### config.mk
export PLATFORM = sky130hd
export DESIGN_NAME = shift_seq_ctrl
export DESIGN_NICKNAME = d
export VERILOG_FILES = /design/src/rtl/shift_seq_ctrl.sv
export SDC_FILE = /design/constraint.sdc
export NUM_CORES = 1
export LEC_CHECK = 0
export CORE_ASPECT_RATIO = 1.5
export CORE_MARGIN = 3
export CORE_UTILIZATION = 45
export DETAILED_ROUTE_END_ITERATION = 16
export DONT_BUFFER_PORTS = 1
export SETUP_SLACK_MARGIN = 0.2
export SYNTH_ARGS = -nofsm -noshare
export SYNTH_HDL_FRONTEND = slang
export SYNTH_SLANG_ARGS = --single-unit
### constraint.sdc
create_clock -name clk -period 2.8 [get_ports clk]
set_input_delay 0.56 -clock clk [delete_from_list [all_inputs] [get_ports clk]]
set_output_delay 0.56 -clock clk [all_outputs]
set_load 0.005 [all_outputs]
### src/rtl/shift_seq_ctrl.sv
// shift_seq_ctrl: multicycle shift/rotate sequencer for the 16-bit datapath.
// It accepts one request and then applies a single 1-bit shift stage once per
// cycle until the requested count is exhausted. After that it pulses Done for
// one cycle and holds the result on Out until the next completion.
//
// Op encoding: 00 rotate left, 01 shift left logical,
//              10 rotate right, 11 shift right logical.

// One-bit shift/rotate stage. It passes the data through unchanged when
// i_en is low.
module shift_seq_stage #(
  parameter int WIDTH = 16
) (
  input  logic [WIDTH-1:0] i_data,
  input  logic [1:0]       i_op,
  input  logic             i_en,
  output logic [WIDTH-1:0] o_data
);

  // Single-position move; rotates recirculate the exiting bit, shifts zero-fill.
  always_comb begin
    // NOTE: every output of a combinational block is given a value first, so
    // no path through the case can leave it unassigned and infer a latch.
    o_data = i_data;
    if (i_en) begin
      case (i_op)
        2'b00:   o_data = {i_data[WIDTH-2:0], i_data[WIDTH-1]};
        2'b01:   o_data = {i_data[WIDTH-2:0], 1'b0};
        2'b10:   o_data = {i_data[0], i_data[WIDTH-1:1]};
        default: o_data = {1'b0, i_data[WIDTH-1:1]};
      endcase
    end
  end

endmodule

module shift_seq_ctrl #(
  parameter int WIDTH = 16,
  parameter int CNT_W = 4
) (
  input  logic             clk,
  input  logic             rst,
  input  logic             Start,
  input  logic [WIDTH-1:0] In,
  input  logic [CNT_W-1:0] Cnt,
  input  logic [1:0]       Op,
  output logic             Busy,
  output logic             Done,
  output logic [WIDTH-1:0] Out
);

  typedef enum logic [1:0] {
    ST_IDLE  = 2'b00,
    ST_SHIFT = 2'b01,
    ST_DONE  = 2'b10
  } state_t;

  state_t           r_state;
  state_t           w_next_state;

  logic [WIDTH-1:0] r_data;
  logic [CNT_W-1:0] r_remaining;
  logic [1:0]       r_op;
  logic [WIDTH-1:0] r_out;

  logic [WIDTH-1:0] w_stage;
  logic             w_accept;
  logic             w_shifting;
  logic             w_load_out;
  logic [WIDTH-1:0] w_out_next;

  // The shift stage is always enabled; the sequencer only advances it in SHIFT.
  shift_seq_stage #(
    .WIDTH (WIDTH)
  ) u_stage (
    .i_data (r_data),
    .i_op   (r_op),
    .i_en   (1'b1),
    .o_data (w_stage)
  );

  // State register; reset drops any in-flight request or partial result.
  always_ff @(posedge clk) begin
    // NOTE: clocked state uses non-blocking assignments so that every register
    // samples the pre-edge values, regardless of statement order.
    if (rst) begin
      r_state <= ST_IDLE;
    end else begin
      r_state <= w_next_state;
    end
  end

  // Next-state decode, plus the acceptance and result-capture strobes.
  always_comb begin
    w_next_state = ST_IDLE;
    w_accept     = 1'b0;
    w_shifting   = 1'b0;
    w_load_out   = 1'b0;
    w_out_next   = r_out;
    case (r_state)
      ST_IDLE, ST_DONE: begin
        // DONE accepts a new request exactly like IDLE, so requests can run
        // back to back.
        if (Start) begin
          w_accept = 1'b1;
          if (Cnt == '0) begin
            // A zero count completes at once with the operand unchanged.
            w_next_state = ST_DONE;
            w_load_out   = 1'b1;
            w_out_next   = In;
          end else begin
            w_next_state = ST_SHIFT;
          end
        end
      end
      ST_SHIFT: begin
        w_shifting = 1'b1;
        if (r_remaining == CNT_W'(1)) begin
          // This is the final step: Out takes the post-shift value so that it
          // is valid in the same cycle Done is high.
          w_next_state = ST_DONE;
          w_load_out   = 1'b1;
          w_out_next   = w_stage;
        end else begin
          w_next_state = ST_SHIFT;
        end
      end
      default: w_next_state = ST_IDLE;
    endcase
  end

  // Working registers: load on acceptance, step once per SHIFT cycle.
  always_ff @(posedge clk) begin
    if (rst) begin
      r_data      <= '0;
      r_remaining <= '0;
      r_op        <= '0;
    end else if (w_accept) begin
      r_data      <= In;
      r_remaining <= Cnt;
      r_op        <= Op;
    end else if (w_shifting) begin
      // r_remaining is at least 1 here, so the decrement never wraps.
      r_data      <= w_stage;
      r_remaining <= r_remaining - CNT_W'(1);
    end
  end

  // Result register: changes only on entry to DONE, and holds otherwise.
  always_ff @(posedge clk) begin
    if (rst) begin
      r_out <= '0;
    end else if (w_load_out) begin
      r_out <= w_out_next;
    end
  end

  assign Busy = (r_state == ST_SHIFT);
  assign Done = (r_state == ST_DONE);
  assign Out  = r_out;

endmodule

==> flow_summary.json <==
{
  "final_nets": 244,
  "grt_pass1_wl_um": 7560,
  "grt_max_degree": 41,
  "pwr-share-comb_pct": 15.2,
  "async_flop_share_pct": 0,
  "syn_area_um2": 2030,
  "synth_edf_count": 0,
  "fin_crit_ps": 2070,
  "relSlewSlack_pct": 36.3,
  "die_area_um2": 5360,
  "ir_drop_mv": 0.348,
  "antenna_found_initial": 0,
  "die_h_um": 88.2,
  "rsz0062_at_grt": "no",
  "synth_most_common_cell": "dfxtp_1",
  "syn_to_final_growth_pct": 2.59,
  "p_sw_uw": 336,
  "post-route-period-util_pct": 73.8,
  "holdPathStages": 1,
  "layout.cells.non_filler": 264,
  "clockBufferDepth": 2,
  "setup.worst_path.end_class": "flop",
  "vias": 1602,
  "io_pins": 43,
  "synth_area_leader_cell": "dfxtp_1",
  "synth_area_per_cell_um2": 9.05,
  "p_leak_uw": 0.000679,
  "cts_buffers": 5,
  "cp_max_fo": 16,
  "start_util_pct": 47.3,
  "setup_viol": 0,
  "synth.net_count": 251,
  "gp_congestion": 0.755,
  "num_rows": 29,
  "yosysWarnings": 0,
  "cts_tree": "built",
  "critPathArrivalTime_ps": 2280,
  "pwr-share-seq_pct": 52.7,
  "start_kind": "flop",
  "synth_area_leaders": "dfxtp_1 40%, a221oi_1 7.8%, nor2_1 7.2%",
  "post-place-cells": 256,
  "synth.distinct_cells": 36,
  "drtPass1Iterations": 4,
  "cts.sinks": 40,
  "drt_iter0_drc": 36,
  "hold_viol": 0,
  "yosys_register_bits": 40,
  "vias_per_cell": 6.07,
  "root_buffer": "clkbuf_8",
  "finClkSkew_ps": 7.69,
  "grt.overflow.total": 0,
  "drive_above_1_share_pct": 25.2,
  "hold_ws_ps": 325,
  "ff2ff_path_depth": 5,
  "postRouteWirelength_um": 4610,
  "grt_pass1_vias": 1662,
  "drt-wirelength-per-cell_um": 17.4,
  "htreeDepth": 2,
  "worst_pin_slew_ps": 955,
  "stdcell_area_um2": 2080,
  "place_area_um2": 1990,
  "min_path_type": "input port to flop",
  "path_class": "flop to flop",
  "switching_share_pct": 27.6,
  "p_int_uw": 882,
  "p_clk_share_pct": 32.1,
  "design.core.area_um2": 4280,
  "synth_top_area_share_pct": 39.5,
  "drv_slew": 0,
  "hpwl_um": 3100,
  "drc_errors": 0,
  "grt.total_usage_pct": 18.6,
  "post_cts_buffers": 0,
  "ctsHoldBuffers": 0,
  "postSynthCellCount": 224,
  "ant_nets": 0,
  "die_x_um": 60.8,
  "powerDensity_nw_per_um2": 586,
  "netlist_top_cells_count": "40 x dfxtp_1, 39 x nor2_1, 18 x a221oi_1",
  "setup_tns_ps": 0,
  "insertion_delay_ps": 290,
  "crit_required_ps": 3020,
  "clkTransAtPathRegs_ps": 80,
  "ys_seq_area_share_pct": 39.5,
  "seq_area_um2": 801,
  "max_cap_violations": 0,
  "fill_cells": 430,
  "io_buffers": 0,
  "fmax_mhz": 484,
  "diodes": 0,
  "status": "finished, final reports clean",
  "ys.flop_type": "dfxtp_1",
  "post_cts_resized": 0,
  "multi_input_area_um2": 1090
}
power by group through the flow:
| stage | combinational [µW] | clock, µW | sequential [µW] |
|---|---|---|---|
| after detailed placement | 185 | 0 | 655 |
| after global routing | 207 | 437 | 646 |
| final | 185 | 391 | 642 |
| after floorplan | 177 | 0 | 638 |
| after global placement | 179 | 0 | 653 |
| after CTS | 186 | 408 | 642 |
cell type report:
type | instances | share of cell area [%]
clock buffers | 6 | 3.97
inverters | 3 | 0.542
well taps | 46 | 2.77
flip-flops and latches | 40 | 38.5
clock inverters | 2 | 0.481
repair buffers | 3 | 1.08
multi-input cells | 164 | 52.6
per-layer routing:
metal	share of wire, %	track usage, %	up-vias
met4	2.7	8.09	0
met2	52	32.3	45
met5	0	0	-
met1	38	20.0	774
met3	6.8	6.19	8
li1	-	-	775
cell usage in the layout, fill, tap and decap left out, types with 6 or more instances in the layout:
master,count
dfxtp_1,40
nor2_1,39
a221oi_1,18
mux2i_1,14
nand2_1,11
a21oi_1,11
o21ai_2,9
a21oi_2,9
nand2_2,8
and2_2,8
o21ai_0,7
and2_1,7
clkbuf_8,6
kinds of logic after synthesis:
logic type / after synthesis / share of synthesized area (%)
adder cells (fa/ha/maj): 2 / 1.23
flip-flops: 40 / 39.5
buffers and inverters: 20 / 6.48
multiplexers: 14 / 6.91
AND/OR/NAND/NOR: 87 / 22.3
XOR/XNOR: 1 / 0.432
AO/OA/AOI/OAI: 60 / 23.1
critical path, stage by stage (launching register included):
cell and delay (ps):
dfxtp_1 410, ha_1 170, or3b_2 500, o22ai_4 510, o21ai_0 230, a21oi_1 180
through the flow:
stage / setup slack [ps] / util (%) / total power, µW
floorplan: 985 / - / 815
global placement: 685 / 46.4 / 832
detailed placement: 664 / 46.4 / 839
CTS: 716 / 48.6 / 1240
global route: 651 / 48.6 / 1290
finish: 732 / 48.6 / 1220
path summary, 6_finish.rpt:
kind	start	endpoint	slack (ps)
setup / recovery	r_remaining[0]$_SDFFE_PP0P_	Out[1]$_SDFFE_PP0P_	730
hold / removal	rst	Out[6]$_SDFFE_PP0P_	320
setup reg to reg	r_remaining[0]$_SDFFE_PP0P_	Out[1]$_SDFFE_PP0P_	730
hold reg to reg	r_op[0]$_SDFFE_PP0P_	r_op[0]$_SDFFE_PP0P_	460
registers in the layout, summed over array words and instances, names as in the netlist:
register	count
r_op	2
r_remaining	4
r_state	2
Out	16
r_data	16
No activity file was read; power rests on OpenSTA's default activity.
